### src/rtl/pacman_move_ctrl.sv
// Per-frame Pac-Man movement sequencer: samples the requested direction on each
// frame tick, checks candidate positions with the wall checker, then commits the new pose.
module pacman_move_ctrl #(
    parameter logic [9:0] X_INIT      = 10'd305,
    parameter logic [9:0] Y_INIT      = 10'd345,
    parameter int         STEP        = 2,
    parameter logic [9:0] X_MIN       = 10'd144,
    parameter logic [9:0] X_MAX       = 10'd754,
    parameter int         ACK_TIMEOUT = 15
) (
    input  logic       i_clk,
    input  logic       i_rst_n,
    input  logic       i_frame_tick,
    input  logic [3:0] i_dir_req,
    output logic       o_wall_req,
    output logic [9:0] o_wall_x,
    output logic [9:0] o_wall_y,
    input  logic       i_wall_ack,
    input  logic       i_wall_hit,
    output logic [9:0] o_pm_xpos,
    output logic [9:0] o_pm_ypos,
    output logic [3:0] o_pm_direction,
    output logic       o_moving,
    output logic       o_tick_overrun
);

    localparam logic [9:0]       STEP_W    = 10'(STEP);
    localparam int               CNT_W     = $clog2(ACK_TIMEOUT + 1);
    localparam logic [CNT_W-1:0] TIMEOUT_W = CNT_W'(ACK_TIMEOUT);

    localparam logic [3:0] DIR_RIGHT = 4'b0001;
    localparam logic [3:0] DIR_LEFT  = 4'b0010;
    localparam logic [3:0] DIR_UP    = 4'b0100;
    localparam logic [3:0] DIR_DOWN  = 4'b1000;

    typedef enum logic [1:0] {
        S_IDLE,
        S_TURN_Q,
        S_FWD_Q,
        S_COMMIT
    } state_t;

    state_t           r_state;
    logic [CNT_W-1:0] r_cnt;
    logic [3:0]       r_req_q;
    logic             r_wall_req;
    logic [9:0]       r_wall_x;
    logic [9:0]       r_wall_y;
    logic [9:0]       r_pm_x;
    logic [9:0]       r_pm_y;
    logic [3:0]       r_pm_dir;
    logic             r_moving;
    logic             r_overrun;
    logic [9:0]       r_new_x;
    logic [9:0]       r_new_y;
    logic [3:0]       r_new_dir;
    logic             r_new_moving;

    logic [19:0] w_req_cand;
    logic [19:0] w_fwd_cand;
    logic        w_req_valid;
    logic        w_take_turn;
    logic        w_timeout;

    // Candidate {x, y} one step in direction d; x wraps through the side tunnel.
    function automatic logic [19:0] cand(input logic [3:0] d, input logic [9:0] x, input logic [9:0] y);
        logic [9:0]  cx;
        logic [9:0]  cy;
        logic [10:0] xs;
        cx = x;
        cy = y;
        xs = {1'b0, x} + {1'b0, STEP_W};
        case (d)
            DIR_RIGHT: cx = (xs > {1'b0, X_MAX}) ? X_MIN : xs[9:0];
            DIR_LEFT:  cx = (x < X_MIN + STEP_W) ? X_MAX : x - STEP_W;
            DIR_UP:    cy = y - STEP_W;
            DIR_DOWN:  cy = y + STEP_W;
            default:   ;
        endcase
        return {cx, cy};
    endfunction

    assign w_req_cand  = cand(i_dir_req, r_pm_x, r_pm_y);
    assign w_fwd_cand  = cand(r_pm_dir, r_pm_x, r_pm_y);
    assign w_req_valid = (i_dir_req != 4'b0000) && ((i_dir_req & (i_dir_req - 4'd1)) == 4'b0000);
    assign w_take_turn = w_req_valid && (i_dir_req != r_pm_dir);
    assign w_timeout   = (r_cnt == TIMEOUT_W);

    always_ff @(posedge i_clk or negedge i_rst_n) begin
        if (!i_rst_n) begin
            r_state      <= S_IDLE;
            r_cnt        <= '0;
            r_req_q      <= 4'b0000;
            r_wall_req   <= 1'b0;
            r_wall_x     <= 10'd0;
            r_wall_y     <= 10'd0;
            r_pm_x       <= X_INIT;
            r_pm_y       <= Y_INIT;
            r_pm_dir     <= DIR_LEFT;
            r_moving     <= 1'b0;
            r_overrun    <= 1'b0;
            r_new_x      <= X_INIT;
            r_new_y      <= Y_INIT;
            r_new_dir    <= DIR_LEFT;
            r_new_moving <= 1'b0;
        end else begin
            // Ticks outside IDLE are dropped, including the one landing on COMMIT.
            if (i_frame_tick && (r_state != S_IDLE))
                r_overrun <= 1'b1;

            case (r_state)
                S_IDLE: begin
                    if (i_frame_tick) begin
                        r_req_q    <= i_dir_req;
                        r_cnt      <= '0;
                        r_wall_req <= 1'b1;
                        if (w_take_turn) begin
                            r_state  <= S_TURN_Q;
                            r_wall_x <= w_req_cand[19:10];
                            r_wall_y <= w_req_cand[9:0];
                        end else begin
                            r_state  <= S_FWD_Q;
                            r_wall_x <= w_fwd_cand[19:10];
                            r_wall_y <= w_fwd_cand[9:0];
                        end
                    end
                end

                S_TURN_Q: begin
                    if (i_wall_ack && !i_wall_hit) begin
                        r_state      <= S_COMMIT;
                        r_wall_req   <= 1'b0;
                        r_new_x      <= r_wall_x;
                        r_new_y      <= r_wall_y;
                        r_new_dir    <= r_req_q;
                        r_new_moving <= 1'b1;
                    end else if (i_wall_ack || w_timeout) begin
                        // Blocked turn falls straight through to the forward query; req stays up.
                        r_state  <= S_FWD_Q;
                        r_cnt    <= '0;
                        r_wall_x <= w_fwd_cand[19:10];
                        r_wall_y <= w_fwd_cand[9:0];
                    end else begin
                        r_cnt <= r_cnt + 1'b1;
                    end
                end

                S_FWD_Q: begin
                    if (i_wall_ack && !i_wall_hit) begin
                        r_state      <= S_COMMIT;
                        r_wall_req   <= 1'b0;
                        r_new_x      <= r_wall_x;
                        r_new_y      <= r_wall_y;
                        r_new_dir    <= r_pm_dir;
                        r_new_moving <= 1'b1;
                    end else if (i_wall_ack || w_timeout) begin
                        r_state      <= S_COMMIT;
                        r_wall_req   <= 1'b0;
                        r_new_x      <= r_pm_x;
                        r_new_y      <= r_pm_y;
                        r_new_dir    <= r_pm_dir;
                        r_new_moving <= 1'b0;
                    end else begin
                        r_cnt <= r_cnt + 1'b1;
                    end
                end

                S_COMMIT: begin
                    r_pm_x   <= r_new_x;
                    r_pm_y   <= r_new_y;
                    r_pm_dir <= r_new_dir;
                    r_moving <= r_new_moving;
                    r_state  <= S_IDLE;
                end

                default: r_state <= S_IDLE;
            endcase
        end
    end

    assign o_wall_req     = r_wall_req;
    assign o_wall_x       = r_wall_x;
    assign o_wall_y       = r_wall_y;
    assign o_pm_xpos      = r_pm_x;
    assign o_pm_ypos      = r_pm_y;
    assign o_pm_direction = r_pm_dir;
    assign o_moving       = r_moving;
    assign o_tick_overrun = r_overrun;

endmodule

### config.mk
export PLATFORM = sky130hd
export DESIGN_NAME = pacman_move_ctrl
export DESIGN_NICKNAME = d
export VERILOG_FILES = /design/src/rtl/pacman_move_ctrl.sv
export SDC_FILE = /design/constraint.sdc
export NUM_CORES = 1
export LEC_CHECK = 0
export ABC_CLOCK_PERIOD_IN_PS = 2200
export CAP_MARGIN = 20
export CORE_MARGIN = 3
export CORE_UTILIZATION = 50
export CTS_BUF_LIST = sky130_fd_sc_hd__clkbuf_2 sky130_fd_sc_hd__clkbuf_4 sky130_fd_sc_hd__clkbuf_8
export CTS_CLUSTER_DIAMETER = 40
export CTS_CLUSTER_SIZE = 16
export DETAILED_ROUTE_END_ITERATION = 12
export GPL_TIMING_DRIVEN = 0
export PLACE_DENSITY = 0.75
export SETUP_SLACK_MARGIN = 0.4
export SLEW_MARGIN = 10
export SYNTH_ARGS = -nofsm -noshare
export SYNTH_HDL_FRONTEND = slang
export SYNTH_SLANG_ARGS = --single-unit
### constraint.sdc
create_clock -name i_clk -period 2.2 [get_ports i_clk]
set_input_delay 0.33 -clock i_clk [delete_from_list [all_inputs] [get_ports i_clk]]
set_output_delay 0.33 -clock i_clk [all_outputs]
set_load 0.01 [all_outputs]
## After elaboration in Yosys (flattened, before gate mapping)

Cells that the tools add are included.

- Flip-flop bits (word level): 82
- Output and inout port bits: 47
- Word-level logic and storage cells: 113

- $add $sub $neg: 6
- Magnitude comparators: 2
- Eq/ne operators: 21
- Mux-type cells: 49
- Bitwise operators: 1
- Reduce and logical (&&, ||, !) cells: 19

Operator list:

| operator | number |
|---|---|
| 2-to-1 mux 10 bit | 16 |
| case mux 10 bit (2 select lines) | 8 |
| 2-to-1 mux 4 bit | 8 |
| subtractor 10 x 2 -> 10 bit, second input constant | 2 |
| equality test 4 bit, second input constant | 3 |
| 2-to-1 mux 2 bit | 6 |
| inequality test 2 bit, second input constant | 6 |
| case mux 4 bit (3 select lines) | 1 |
| adder 10 x 2 -> 11 bit, second input constant | 1 |
| > comparator 11 x 10 -> 1 bit, second input constant | 1 |
| adder 10 x 2 -> 10 bit, second input constant | 1 |
| < comparator 10 x 8 -> 1 bit, second input constant | 1 |
| equality test 4 x 1 -> 1 bit, second input constant | 2 |
| equality test 4 x 2 -> 1 bit, second input constant | 2 |
| equality test 4 x 3 -> 1 bit, second input constant | 2 |
| case mux 2 bit (4 select lines) | 1 |
| case mux 4 bit (2 select lines) | 1 |
| AND reduction 4 bit | 2 |
| 2-to-1 mux 1 bit | 6 |
| inequality test 3 bit, second input constant | 2 |
| AND reduction 3 bit | 2 |
| nonzero test 2 bit | 3 |
| AND reduction 5 bit | 1 |
| adder 4 x 1 -> 4 bit, second input constant | 1 |
| other kinds (15) | 19 |

## Logic depth before layout (Yosys ltp)

- Depth in word-level cells: 8
- Depth in mapped cells: 11
- Mapped depth without buffers: 9

## Worst setup path after synthesis

Ideal clock, no wire load.

- Path type: reg2reg
- Start point: register r_pm_x[1], in the netlist o_pm_xpos[1]
- End point: register r_wall_x[1], in the netlist o_wall_x[1]
- Setup time: 0.096 ns
- Data arrival time: 2.219 ns
- Data required time: 2.104 ns
- Setup slack: -0.115 ns
- Stages on the path, launching flop included: 10
- Clock period less this slack: 2.315 ns
- Cell sequence: dfrtp_1 ha_1 buf_6 and4b_1 a22oi_2 a211oi_2 a311o_4 a21oi_4 o31ai_2 a311oi_2

- Word-level cells in the longest chain between the ends: 7
- Elaborated cells between the ends (all ways): 13

RTL lines:

| item | RTL line | text |
|---|---|---|
| start, declared | 49 | `logic [9:0] r_pm_x;` |
| start signal, assigned | 169 | `r_pm_x <= r_new_x;` |
| adder 10 x 2 -> 11 bit | 72 | `xs = {1'b0, x} + {1'b0, STEP_W};` |
| > comparator 11 x 10 -> 1 bit | 74 | `DIR_RIGHT: cx = (xs > {1'b0, X_MAX}) ? X_MIN : xs[9:0];` |
| 2-to-1 mux 10 bit | 74 |  |
| case mux 10 bit (2 select lines) | 73 | `case (d)` |
| 2-to-1 mux 10 bit (on tied branches) | 137, 117 |  |
| 2-to-1 mux 10 bit (on tied branches) | 130, 113 |  |
| case mux 10 bit (2 select lines) * | 111 | `case (r_state)` |
| end signal, assigned | 119 | `r_wall_x <= w_req_cand[19:10];` |
| end signal, assigned | 123 | `r_wall_x <= w_fwd_cand[19:10];` |
| end signal, assigned | 141 | `r_wall_x <= w_fwd_cand[19:10];` |
| end, declared | 47 | `logic [9:0] r_wall_x;` |

Every way passes the cells marked *; elsewhere a longest branch is shown, timed or not. The select of a mux whose other input is x is not followed.
A chain may end at the register's enable or synchronous reset.

## Worst setup path after layout

Ends and elaborated chain as after synthesis.

==> flow_metrics.py <==
metrics = {
    "status": {
        "status": "complete, but fails checks",
        "failed_checks": "setup timing",
    },
    "critical_path": {
        "cp_data_required_time_ns": 2.49,
        "r2r-start": "o_pm_xpos[1]",
        "r2r_slack_ns": -0.12,
        "r2r-end": "o_wall_x[1]",
        "end_kind": "register",
        "criticalPathCategory": "reg2reg",
        "critPathMaxFanout": 5,
        "start_kind": "register",
        "cp_data_arrival_time_ns": 2.61,
        "cp-endpoint": "o_wall_x[1]",
        "r2r.worst_path.cells": 10,
        "crit_path_start": "o_pm_xpos[1]",
    },
    "floorplanning": {
        "ioPinCount": 56,
        "die_x_um": 109.6,
        "coreArea_um2": 10370,
        "num_rows": 37,
        "die_h_um": 109.6,
        "start_util_pct": 51.70,
        "die_area_um2": 12000,
    },
    "sta": {
        "slew_headroom_pct": 49.97,
        "timing.final.crit_period_ns": 2.321,
        "slew_violations": 0,
        "worst_pin_slew_ns": 0.7505,
        "fin_skew_ns": 0.01287,
        "setup_viol": 8,
        "fin_tns_setup_ns": -0.6211,
        "fin_ws_ns": -0.1208,
        "rsz0062_at_grt": "true",
        "period_share_pct": 105.5,
        "hold_violations": 0,
        "timing.fmax_mhz": 430.9,
    },
    "placement": {
        "port_buffers": 53,
        "place_congestion": 0.9388,
        "hpwl_um": 11560,
        "placed_area_um2": 6248,
    },
    "logic_synthesis": {
        "synth_edf_count": 0,
        "synth.net_count": 625,
        "ys.flop_type": "dfrtp_1",
        "yosys.cell_types.count": 72,
        "yosys_warnings": 0,
        "async_reset_ff_share_pct": 100.0,
        "netlist_area_um2": 5361,
        "ys_ff_latch": 82,
        "synth_area_per_cell_um2": 8.847,
        "ys_seq_area_share_pct": 38.74,
        "synth_cells": 606,
    },
    "grt": {
        "grtUsageMet1_pct": 38.20,
        "grt_pass1_vias": 5103,
        "antenna_found_initial": 0,
        "use_met3_pct": 5.167,
        "grt-busiest-layer": "met2",
        "grt_max_degree": 46,
        "met2_usage_pct": 48.34,
        "gr-total-overflow": 0,
        "grt_pass1_wl_um": 26790,
        "grtUsageTotal_pct": 29.30,
    },
    "clock_tree": {
        "cts_max_level": 3,
        "clock_latency_ns": 0.38,
        "cts_buffers": 9,
        "cts_root_buffer": "clkbuf_8",
        "clock_sinks": 82,
        "path_clk_slew_ns": 0.09,
        "cts_buffer_depth": 2,
        "cts_tree": "built",
    },
    "finish": {
        "antenna_cells": 0,
        "area_growth_pct": 49.15,
        "fin_area_um2": 7996,
        "postLayoutCoreUtil_pct": 77.11,
        "drive_gt1_share_pct": 43.09,
        "nets": 752,
    },
    "drt": {
        "vias": 5593,
        "viasPerCell": 6.399,
        "wirelength_um": 19170,
        "drtIter0Drc": 471,
        "final_antenna_net_count": 0,
        "dr.pass1.iters": 5,
        "drc": 0,
        "wire_per_inst_um": 21.94,
    },
    "pwr": {
        "power_w": 0.01354,
        "peakVddDrop_uv": 881.3,
        "p_leak_nw": 3.260,
        "power_density_nw_per_um2": 1693,
    },
    "min_path": {
        "worstHoldStart": "i_dir_req[1]",
        "hp-class": "in2reg",
    },
    "job": {
        "drv_cap": 0,
    },
}
[routing by layer]
metal / vias up / share of wire (%)
li1: 2466 / -
met1: 2746 / 41
met2: 311 / 49
met3: 70 / 6.9
met4: 0 / 3.9
met5: - / 0
[flip-flops by register name, indices dropped and copies added (netlist names), 2 cells and up]
| register | cells |
|---|---|
| o_pm_direction | 4 |
| o_pm_xpos | 10 |
| o_pm_ypos | 10 |
| o_wall_x | 10 |
| o_wall_y | 10 |
| r_cnt | 4 |
| r_new_dir | 4 |
| r_new_x | 10 |
| r_new_y | 10 |
| r_req_q | 4 |
| r_state | 2 |
[worst max-delay path, stage by stage, from the launching register on]
cell	delay, ns
dfrtp_2	0.44
ha_4	0.16
buf_6	0.12
and4b_1	0.18
a22oi_2	0.16
a211oi_2	0.11
a311o_4	0.44
a21oi_4	0.21
buf_6	0.12
o31ai_2	0.05
a311oi_2	0.22
[what timing repair did]
item                                    CTS  global route
endpoints found under the setup margin   60            62
hold buffers                              1             0
endpoints found under the hold margin    25             0
pin swaps                                20            45
gates cloned                              1             4
setup buffers                            31            25
gates resized for setup                  99           176
[cell families after synthesis]
group,after synthesis,share of synthesized area (%)
buffers and inverters,61,5.181
XOR/XNOR,19,3.244
multiplexers,48,9.568
AND/OR/NAND/NOR,208,19.18
flip-flops,82,38.74
AO/OA/AOI/OAI,178,21.75
adder cells (fa/ha/maj),10,2.334
[power by group]
group,switching (W),total (W),internal [W]
clock network,0.000619,0.00117,0.000549
registers,0.000685,0.00309,0.00241
logic,0.00478,0.00927,0.00449
[final cells by class]
| cell class | instances | area [µm²] |
|---|---|---|
| Multi-Input combinational cell | 463 | 3777 |
| Timing Repair Buffer | 116 | 1245 |
| Tap cell | 136 | 170.2 |
| Fill cell | 680 | 2374 |
| Clock buffer | 11 | 138.9 |
| Sequential cell | 82 | 2086 |
| Clock inverter | 5 | 56.30 |
| Buffer | 50 | 479.2 |
| Inverter | 11 | 43.79 |
[metrics by stage]
stage	cells	worst slack, ns	hold slack [ns]
after floorplan	606	-0.01195	0.03441
after global placement	795	-2.387	0.4617
after detailed placement	796	-0.5631	0.3456
after CTS	845	-0.1193	0.3056
after global routing	874	-0.1718	0.3430
final	874	-0.1208	0.3430
[worst min path at each step]
stage | to | slack, ns | cells past startpoint
CTS | r_req_q[1] | 0.31 | 2
global placement | o_pm_ypos[2] | 0.46 | 2
global route | r_req_q[1] | 0.34 | 2
finish | r_req_q[1] | 0.34 | 2
detailed placement | o_pm_xpos[6] | 0.35 | 1
floorplan | o_moving | 0.03 | 0
[Yosys cell counts, types with 4 or more instances]
cell type | instances | area share, %
nand2b_1 | 9 | 1.1
nand3b_1 | 5 | 0.70
buf_2 | 15 | 1.4
o211ai_1 | 4 | 0.56
a221o_1 | 5 | 0.93
o21ai_0 | 43 | 4.0
xnor2_1 | 14 | 2.3
dfstp_2 | 20 | 9.8
mux2i_1 | 22 | 4.1
nand2_1 | 53 | 3.7
nand3_1 | 13 | 1.2
buf_4 | 6 | 0.84
nor2_1 | 69 | 4.8
xor2_1 | 4 | 0.65
a21oi_1 | 59 | 5.5
o31ai_1 | 4 | 0.56
o22ai_1 | 6 | 0.70
ha_1 | 10 | 2.3
mux2_2 | 26 | 5.5
nor4_1 | 6 | 0.70
nor4b_1 | 5 | 0.82
a21o_1 | 4 | 0.56
and3_1 | 6 | 0.70
nand4_1 | 6 | 0.70
a31oi_1 | 8 | 0.93
buf_1 | 4 | 0.28
dfrtp_1 | 62 | 29
clkbuf_1 | 24 | 1.7
inv_1 | 11 | 0.77
nor3_1 | 13 | 1.2
a211oi_1 | 6 | 0.84
[placed cells by master (no fill, tap or decap), types with 6 or more instances in the layout]
cell,instances
mux2i_1,21
clkbuf_4,9
o21ai_1,13
nor2_1,47
nand2b_1,7
clkbuf_2,6
nand4_1,6
nor2_2,9
a21oi_2,23
clkdlybuf4s50_1,41
o22ai_1,6
nand2_4,6
a31oi_1,6
xnor2_1,12
dlymetal6s2s_1,7
dfrtp_1,55
nand2_1,43
clkbuf_8,11
buf_8,10
nor2_4,13
buf_12,6
inv_1,9
dfstp_2,20
buf_6,28
a21oi_1,29
mux2_2,24
nor3_1,8
nand3_1,8
dfrtp_2,7
o21ai_0,26
a211oi_2,6
a21oi_4,10
buf_4,39
No activity file was read; power rests on OpenSTA's default activity.
